File: src/rtl/hack_alu_pkg.sv
// Shared definitions for blocks that sequence the external Hack ALU.
//
// Contents:
//   ALU_CTL_ADD  - control word that makes the ALU compute x + y
//   ALU_CTL_ZERO - control word that makes the ALU output constant zero
//   mul_state_t  - state encoding for the shift-and-add multiplier FSM
//
// Control words are packed in the order {zx, nx, zy, ny, f, no}.
package hack_alu_pkg;

  localparam logic [5:0] ALU_CTL_ADD  = 6'b000010;
  localparam logic [5:0] ALU_CTL_ZERO = 6'b101010;

  typedef enum logic [1:0] {
    ST_IDLE = 2'd0,
    ST_ADD  = 2'd1,
    ST_DBL  = 2'd2,
    ST_DONE = 2'd3
  } mul_state_t;

endpackage

File: src/rtl/hack_mul_seq.sv
// Multi-cycle 16x16 unsigned shift-and-add multiplier.
//
// Every addition is performed by the external Hack ALU: this block drives
// alu_x/alu_y and the six control bits and consumes alu_out in the same cycle.
// The result is the low 16 bits of a*b plus an overflow flag that is set when
// the true product does not fit in 16 bits.
//
// Ports:
//   clock, reset_n        - rising-edge clock, asynchronous active-low reset
//   in_valid/in_ready     - operand handshake (in_ready high only in IDLE)
//   in_a, in_b            - multiplicand, multiplier
//   out_valid/out_ready   - result handshake (out_valid high only in DONE)
//   out_p, out_ovf        - low product bits, overflow flag
//   busy                  - high while iterating (ADD or DBL)
//   alu_x, alu_y, alu_zx..alu_no - ALU operands and control
//   alu_out               - combinational ALU result
//
// Optional build macro:
//   HACK_MUL_EARLY_EXIT_EN - finish as soon as no multiplier bits remain,
//                            instead of always running ITER iterations.
module hack_mul_seq
  import hack_alu_pkg::*;
#(
  parameter int WIDTH = 16,
  parameter int ITER  = WIDTH
) (
  input  logic             clock,
  input  logic             reset_n,
  input  logic             in_valid,
  output logic             in_ready,
  input  logic [WIDTH-1:0] in_a,
  input  logic [WIDTH-1:0] in_b,
  output logic             out_valid,
  input  logic             out_ready,
  output logic [WIDTH-1:0] out_p,
  output logic             out_ovf,
  output logic             busy,
  output logic [WIDTH-1:0] alu_x,
  output logic [WIDTH-1:0] alu_y,
  output logic             alu_zx,
  output logic             alu_nx,
  output logic             alu_zy,
  output logic             alu_ny,
  output logic             alu_f,
  output logic             alu_no,
  input  logic [WIDTH-1:0] alu_out
);

  mul_state_t       state, state_next;
  logic [WIDTH-1:0] acc;
  logic [WIDTH-1:0] mcand;
  logic [WIDTH-1:0] mplier;
  logic [4:0]       cnt;
  logic             ovf;

  logic [5:0]       alu_ctl;
  logic [WIDTH-1:0] mplier_shr;
  logic             add_carry;
  logic             dbl_lost;
  logic             last_iter;

  // The multiplier after this iteration's bit has been consumed; bit 0 of it
  // decides whether the next iteration needs an ADD.
  assign mplier_shr = mplier >> 1;

  // Unsigned carry out of acc + mcand, reconstructed from the MSBs because
  // the ALU does not expose its carry.
  assign add_carry = (acc[WIDTH-1] & mcand[WIDTH-1]) |
                     ((acc[WIDTH-1] | mcand[WIDTH-1]) & ~alu_out[WIDTH-1]);

  // Doubling drops mcand's MSB; that only matters if more multiplier bits
  // will still add the (now truncated) multiplicand.
  assign dbl_lost = mcand[WIDTH-1] & (mplier_shr != '0);

`ifdef HACK_MUL_EARLY_EXIT_EN
  assign last_iter = (cnt == 5'(ITER - 1)) || (mplier_shr == '0);
`else
  assign last_iter = (cnt == 5'(ITER - 1));
`endif

  assign {alu_zx, alu_nx, alu_zy, alu_ny, alu_f, alu_no} = alu_ctl;

  assign in_ready  = (state == ST_IDLE);
  assign out_valid = (state == ST_DONE);
  assign busy      = (state == ST_ADD) || (state == ST_DBL);
  assign out_p     = acc;
  assign out_ovf   = ovf;

  // Next-state and ALU drive. Outside ADD/DBL the ALU is parked on constant
  // zero so the shared unit sees quiet operands when this block is idle.
  always_comb begin
    state_next = state;
    alu_ctl    = ALU_CTL_ZERO;
    alu_x      = '0;
    alu_y      = '0;
    case (state)
      ST_IDLE: begin
        if (in_valid) state_next = in_b[0] ? ST_ADD : ST_DBL;
      end
      ST_ADD: begin
        alu_ctl    = ALU_CTL_ADD;
        alu_x      = acc;
        alu_y      = mcand;
        state_next = ST_DBL;
      end
      ST_DBL: begin
        alu_ctl = ALU_CTL_ADD;
        alu_x   = mcand;
        alu_y   = mcand;
        if (last_iter)          state_next = ST_DONE;
        else if (mplier_shr[0]) state_next = ST_ADD;
        else                    state_next = ST_DBL;
      end
      ST_DONE: begin
        if (out_ready) state_next = ST_IDLE;
      end
      default: state_next = ST_IDLE;
    endcase
  end

  // State register; reset discards any operation in flight.
  always_ff @(posedge clock or negedge reset_n) begin
    if (!reset_n) state <= ST_IDLE;
    else          state <= state_next;
  end

  // Datapath registers. acc and ovf stay untouched in DONE so the result is
  // held stable for as long as the consumer stalls.
  always_ff @(posedge clock or negedge reset_n) begin
    if (!reset_n) begin
      acc    <= '0;
      mcand  <= '0;
      mplier <= '0;
      cnt    <= '0;
      ovf    <= 1'b0;
    end else begin
      case (state)
        ST_IDLE: begin
          if (in_valid) begin
            acc    <= '0;
            mcand  <= in_a;
            mplier <= in_b;
            cnt    <= '0;
            ovf    <= 1'b0;
          end
        end
        ST_ADD: begin
          acc <= alu_out;
          ovf <= ovf | add_carry;
        end
        ST_DBL: begin
          mcand  <= alu_out;
          mplier <= mplier_shr;
          cnt    <= cnt + 5'd1;
          ovf    <= ovf | dbl_lost;
        end
        default: ;
      endcase
    end
  end

endmodule
File: config.mk
export PLATFORM = sky130hd
export DESIGN_NAME = hack_mul_seq
export DESIGN_NICKNAME = d
export VERILOG_FILES = /design/src/rtl/hack_alu_pkg.sv /design/src/rtl/hack_mul_seq.sv
export SDC_FILE = /design/constraint.sdc
export NUM_CORES = 1
export LEC_CHECK = 0
export ABC_AREA = 1
export BUFFER_PORTS_ARGS = -buffer_cell sky130_fd_sc_hd__buf_2
export CAP_MARGIN = 0
export CORE_ASPECT_RATIO = 0.7
export CORE_UTILIZATION = 54
export DETAILED_ROUTE_END_ITERATION = 8
export HOLD_SLACK_MARGIN = 0.06
export PLACE_DENSITY = 0.91
export SYNTH_ARGS = -nofsm -noshare
export SYNTH_HDL_FRONTEND = slang
export SYNTH_SLANG_ARGS = --single-unit
File: constraint.sdc
create_clock -name clock -period 2.65 [get_ports clock]
set_input_delay 0.1325 -clock clock [delete_from_list [all_inputs] [get_ports clock]]
set_output_delay 0.1325 -clock clock [all_outputs]
set_load 0.005 [all_outputs]
==> results.sh, run 1 <==
export IMPL_peakVddDrop_mv=0.766
export IMPL_fin_skew_ns=0.00940
export IMPL_n_fill_cell=424
export IMPL_max_cap_violations=0
export IMPL_path_max_fanout=16
export IMPL_whs_ns=0.0758
export IMPL_yosysUniqueCellTypes=25
export IMPL_core_um2=5420
export IMPL_fmax_mhz=422
export IMPL_area_growth_pct=20.5
export IMPL_dr_total_vias=2916
export IMPL_route_detailed_drc=0
export IMPL_finalNetCount=540
export IMPL_antenna_found_initial=0
export IMPL_crit_type="reg2out"
export IMPL_timing_final_crit_share=0.895
export IMPL_fp_row_count=22
export IMPL_worstPathArrival_ns=2.24
export IMPL_yosys_warnings=0
export IMPL_io_pins=110
export IMPL_hold_viol=0
export IMPL_synth_area_um2=3140
export IMPL_drt_iter0_markers=123
export IMPL_cp_cell_sequence="inv_1 -> ha_1 -> buf_4 -> nand2_1 -> o22ai_1 -> buf_2"
export IMPL_die_w_um=93.1
export IMPL_routed_wl_mm=7.64
export IMPL_grt_use_total=0.270
export IMPL_setup_viol=0
export IMPL_worst_pin_slew_ns=0.691
export IMPL_antenna_cells=0
export IMPL_path_buf_inv=3
export IMPL_worstReg2RegStart="state[0]"
export IMPL_crit_path_start="state[1]"
export IMPL_vias_per_cell=5.26
export IMPL_leakage_nw=1.96
export IMPL_fp_dieH_um=65.8
export IMPL_crit_slowest_cell="nand2_1"
export IMPL_syn_area_per_cell_um2=8.21
export IMPL_cpLargestDelayFamily="buffers and inverters"
export IMPL_power_density_nw_per_um2=1290
export IMPL_cts_made_buffers=5
export IMPL_overflow=0
export IMPL_wl_per_cell_um=13.8
export IMPL_place_inst=545
export IMPL_dieArea_um2=6120
export IMPL_drv_slew=0
export IMPL_syn_inst=382
export IMPL_grt_pass1_wl_mm=12.7
export IMPL_fin_tns_setup_ns=0
export IMPL_hp_class="in2reg"
export IMPL_clock_path_buffers=2
export IMPL_first_pass_iters=5
export IMPL_antenna_left=0
export IMPL_mostFrequentLayoutCell="buf_2"
export IMPL_cp_slowest_stage_delay_ns=0.45
export IMPL_status="completed"
export IMPL_rsz0062_at_grt="false"
export IMPL_clock_sinks=55
export IMPL_start_kind="register"
export IMPL_tritoncts="yes"
export IMPL_cts_root_buf="clkbuf_8"
export IMPL_cts_resized=0
export IMPL_grt_pass1_vias=2777
export IMPL_most_common_layout_cells="buf_2, nand2_1, dfrtp_1, inv_1, nor2_1"
export IMPL_cts_max_level=2
export IMPL_instances_no_fill=554
export IMPL_end_kind="output port"
export IMPL_min_delay_start="alu_out[10]"
export IMPL_ys_ff_latch=55
export IMPL_portBuffers=105
export IMPL_dp_final_hpwl_mm=5.69
export IMPL_ys_seq_area_frac=0.439
export IMPL_start_util=0.578
export IMPL_path_clk_slew_ns=0.10
export IMPL_grt_max_degree=32
export IMPL_worstPathRequired_ns=2.52
export IMPL_worstSkewPairLatency_ns=0.30
export IMPL_place_congestion=0.845
export IMPL_cts_setup_buffers=0
export IMPL_drive_above_1_share=0.334
export IMPL_fin_crit_ns=2.37
export IMPL_relSlewSlack=0.540
-- synthesized netlist by cell type, drive strengths merged --
master / n / share of area
conb: 2 / 0.0024
clkbuf: 4 / 0.0052
nand2: 100 / 0.12
a31oi: 29 / 0.12
dfrtp: 55 / 0.44
inv: 47 / 0.056
buf: 25 / 0.054
a21oi: 7 / 0.012
o22ai: 18 / 0.036
ha: 7 / 0.028
a22oi: 1 / 0.0024
nor2: 42 / 0.050
o211ai: 2 / 0.0048
nand3: 19 / 0.030
o21ai: 22 / 0.036
or2: 1 / 0.0028
nand4: 1 / 0.0040
-- final cells by class --
type	instances	area (um^2)	area share
clock buffers	6	72.6	0.0192
multi-input cells	253	1410	0.372
clock inverters	2	12.5	0.00331
repair buffers	119	646	0.171
well taps	72	90.1	0.0238
inverters	47	176	0.0467
flip-flops and latches	55	1380	0.364
-- sequential cells by signal (all words and copies together) (netlist names) --
register  count
state         2
cnt           5
mcand        16
mplier       15
out_p        16
out_ovf       1
-- path summary, 6_finish.rpt --
| kind | to | slack, ns | depth (start not counted) |
|---|---|---|---|
| setup / recovery | alu_x[15] | 0.28 | 6 |
| hold reg to reg | cnt[0] | 0.54 | 1 |
| max in group asynchronous | out_p[1] | 1.60 | 3 |
| min in group asynchronous | out_p[13] | 0.40 | 2 |
| hold / removal | out_p[10] | 0.08 | 3 |
| setup reg to reg | mplier[14] | 0.55 | 8 |
-- where the power goes --
part           total, mW  leakage [nW]  switching, mW  internal (mW)
Sequential          1.50         0.669          0.267           1.23
Clock              0.448        0.0412          0.263          0.185
Combinational       2.94          1.25           1.77           1.17
-- worst reg2reg max path: cells and delay by family (launching register included) --
| kind | cells | cell delay [ns] |
|---|---|---|
| compound gates | 1 | 0.15 |
| fa+ha+maj | 1 | 0.22 |
| buf+inv | 3 | 0.65 |
| flops | 1 | 0.45 |
| simple gates | 3 | 0.57 |
-- logic make-up (layout without fill, tap and decap cells) --
| kind of cell | count (synthesis) | in the layout | synth area share |
|---|---|---|---|
| flip-flops | 55 | 55 | 0.439 |
| other | 2 | 4 | 0.00239 |
| AND/OR/NAND/NOR | 163 | 163 | 0.208 |
| AO/OA/AOI/OAI | 79 | 79 | 0.207 |
| buffers and inverters | 76 | 174 | 0.116 |
| adder cells (fa/ha/maj) | 7 | 7 | 0.0279 |
-- through the flow --
step                 util  worst slack [ns]  power [mW]  cell area, um^2
global route        0.697             0.136        5.33             3780
global placement    0.679             0.746        4.29             3680
detailed placement  0.679             0.614        4.42             3680
finish              0.697             0.279        4.89             3780
floorplan               -              1.14        3.54             3140
CTS                 0.697             0.341        4.88             3780
-- routing by layer --
layer | vias to the layer above | part of all wire | GRT usage
li1 | 1427 | - | -
met1 | 1357 | 0.45 | 0.346
met3 | 10 | 0.065 | 0.0567
met5 | - | 0 | 0
met4 | 0 | 0.0089 | 0.0827
met2 | 122 | 0.48 | 0.462
-- timing repair --
item / in CTS / in global routing
endpoints found under the hold margin: 29 / 0
endpoints found under the setup margin: 0 / 0
hold buffers: 1 / 0
No activity file was read; power rests on OpenSTA's default activity.
==> inputs of run 2 (changes only) <==
--- a/config.mk
+++ b/config.mk
@@ -5,11 +5,10 @@
 export SDC_FILE = /design/constraint.sdc
 export NUM_CORES = 1
 export LEC_CHECK = 0
-export ABC_AREA = 1
 export BUFFER_PORTS_ARGS = -buffer_cell sky130_fd_sc_hd__buf_2
 export CAP_MARGIN = 0
 export CORE_ASPECT_RATIO = 0.7
-export CORE_UTILIZATION = 54
+export CORE_UTILIZATION = 53
 export DETAILED_ROUTE_END_ITERATION = 8
 export HOLD_SLACK_MARGIN = 0.06
 export PLACE_DENSITY = 0.91
==> run 2 against run 1 <==
Count of clock-buffer cells in the layout rose by 1. Cell area shrank 5.0%. Cell count shrank 19%. Wire length is 9.6% lower. Area after synthesis decreased by 6.9%. Critical path type unchanged.
==> results.sh, run 2 <==
export IMPL_status="completed"
export IMPL_synthTopCellsByArea="dfrtp_1, mux2i_1, a22o_1"
export IMPL_yosysUniqueCellTypes=34
export IMPL_clock_path_buffers=2
export IMPL_synthSimpleGateAreaFrac=0.123
export IMPL_clock_sinks=55
export IMPL_grt_pass1_wl_mm=11.4
export IMPL_whs_path_depth=2
export IMPL_power_internal_mw=2.51
export IMPL_cts_root_buf="clkbuf_8"
export IMPL_antenna_left=0
export IMPL_synth_fa_ha_area_frac=0.0300
export IMPL_setup_viol=0
export IMPL_worst_pin_slew_ns=0.788
export IMPL_peakVddDrop_mv=0.518
export IMPL_hp_class="in2reg"
export IMPL_ys_ff_latch=55
export IMPL_rsz0062_at_grt="false"
export IMPL_route_detailed_drc=0
export IMPL_cts_max_level=2
export IMPL_synth_xor_area_frac=0
export IMPL_syn_area_per_cell_um2=10.4
export IMPL_worstSkewPairLatency_ns=0.30
export IMPL_drt_iter0_markers=212
export IMPL_dr_total_vias=2449
export IMPL_combPwrFrac=0.536
export IMPL_start_kind="register"
export IMPL_power_density_nw_per_um2=1220
export IMPL_fin_crit_ns=2.41
export IMPL_fmax_mhz=415
export IMPL_yosysMostFrequentCell="dfrtp_1"
export IMPL_r2r_end="out_p[0]"
export IMPL_worstPathArrival_ns=2.28
export IMPL_synth_edf_count=0
export IMPL_yosys_warnings=0
export IMPL_dieArea_um2=5820
export IMPL_worstPathRequired_ns=2.52
export IMPL_dp_final_hpwl_mm=4.87
export IMPL_switching_share=0.426
export IMPL_crit_type="reg2out"
export IMPL_p_seq_frac=0.349
export IMPL_place_congestion=0.757
export IMPL_synthMuxAreaShare=0.106
export IMPL_area_growth_pct=22.9
export IMPL_tritoncts="yes"
export IMPL_cts_setup_buffers=0
export IMPL_grt_max_degree=66
export IMPL_fin_skew_ns=0.00557
export IMPL_relSlewSlack=0.475
export IMPL_io_pins=110
export IMPL_grt_use_total=0.249
export IMPL_p_sw_mw=1.86
export IMPL_grt_pass1_vias=2313
export IMPL_rrSetupSlack_ns=0.72
export IMPL_mostFrequentLayoutCell="buf_2"
export IMPL_cts_resized=0
export IMPL_ys_top_cells_by_count="dfrtp_1, nand2_1, o21ai_0, a22o_1, mux2i_1"
export IMPL_p_clk_frac=0.115
export IMPL_drive_above_1_share=0.330
export IMPL_core_um2=5290
export IMPL_most_common_layout_cells="buf_2, dfrtp_1, nand2_1, o21ai_0, a22o_1"
export IMPL_hold_viol=0
export IMPL_end_kind="output port"
export IMPL_path_clk_slew_ns=0.09
export IMPL_fp_dieH_um=64.1
export IMPL_synth_top_family_by_area="compound AO/OA/AOI/OAI gates"
export IMPL_async_reset_ff_frac=1.00
export IMPL_ys_seq_area_frac=0.471
export IMPL_path_max_fanout=16
export IMPL_fp_row_count=22
export IMPL_synth_area_um2=2920
export IMPL_antenna_cells=0
export IMPL_synth_top_area_frac=0.471
export IMPL_design_power_total_mw=4.37
export IMPL_start_util=0.553
export IMPL_wl_per_cell_um=15.3
export IMPL_overflow=0
export IMPL_worstReg2RegStart="state[0]"
export IMPL_max_cap_violations=0
export IMPL_instances_no_fill=451
export IMPL_routed_wl_mm=6.91
export IMPL_timing_final_crit_share=0.909
export IMPL_vias_per_cell=5.43
export IMPL_portBuffers=105
export IMPL_ys_flop_type="dfrtp_1"
export IMPL_synth_compound_area_frac=0.201
export IMPL_first_pass_iters=4
export IMPL_fin_tns_setup_ns=0
export IMPL_synth_top_area_cell="dfrtp_1"
export IMPL_drv_slew=0
export IMPL_place_inst=438
export IMPL_die_w_um=90.7
export IMPL_hold_path_end="out_p[1]"
export IMPL_syn_inst=281
export IMPL_cts_made_buffers=5
export IMPL_ctsHoldBuffers=1
export IMPL_rr_worst_depth=4
export IMPL_antenna_found_initial=0
export IMPL_min_delay_start="alu_out[1]"
export IMPL_finalNetCount=437
export IMPL_leakage_nw=1.85
==> run 2: cell count changes in the layout (fill, tap and decap cells not counted), sizes merged, moves of 19 or more <==
cell | before | now
nor2 | 42 | 2
nand2 | 100 | 36
mux2i | 0 | 31
and2 | 0 | 19
inv | 47 | 6
a31oi | 29 | 3
a22o | 0 | 34
==> run 2: per-layer routing <==
layer	part of all wire	GRT usage
met5	0	0
met4	0.010	0.0726
met3	0.068	0.0548
met2	0.47	0.392
met1	0.45	0.349
==> run 2: layout make-up <==
class | count | area (um^2)
Clock inverter | 1 | 7.51
Sequential cell | 55 | 1380
Inverter | 6 | 22.5
Clock buffer | 7 | 96.3
Tap cell | 72 | 90.1
Timing Repair Buffer | 115 | 626
Fill cell | 420 | 1700
Multi-Input combinational cell | 195 | 1370
==> run 2: logic make-up after synthesis <==
group	after synthesis
buf+inv	33
fa+ha+maj	7
compound gates	82
other cells	2
simple gates	71
mux	31
flops	55
==> run 2: power by group through the flow <==
stage	clock [mW]	combinational, mW	sequential (mW)
floorplan	0	1.68	1.44
global placement	0	2.24	1.51
detailed placement	0	2.33	1.53
CTS	0.514	2.34	1.52
global route	0.553	2.60	1.58
finish	0.502	2.34	1.53
==> run 2: critical path: stages, from the launching register on <==
cell	delay, ns
dfrtp_1	0.44
inv_1	0.09
ha_1	0.49
and2_1	0.60
a22o_1	0.24
buf_2	0.12
==> run 2: per-stage QoR <==
stage	setup WS [ns]	area (um^2)	hold WS (ns)	utilization
4_1_cts	0.259	3550	0.0603	0.671
3_3_place_gp	0.753	3430	0.302	0.650
5_1_grt	0.0795	3590	0.0648	0.679
6_report	0.242	3590	0.0673	0.679
3_5_place_dp	0.597	3430	0.306	0.650
2_1_floorplan	0.953	2930	-0.163	-
==> run 2: worst max path at each step <==
| stage | start | slack (ns) | to | depth (start not counted) |
|---|---|---|---|---|
| 3_3_place_gp | state[0] | 0.75 | alu_x[2] | 5 |
| 3_5_place_dp | state[0] | 0.60 | alu_x[12] | 5 |
| 2_1_floorplan | state[0] | 0.95 | alu_x[0] | 7 |
| 6_report | state[0] | 0.24 | alu_x[12] | 5 |
| 5_1_grt | state[1] | 0.08 | alu_x[4] | 5 |
| 4_1_cts | state[0] | 0.26 | alu_x[12] | 5 |
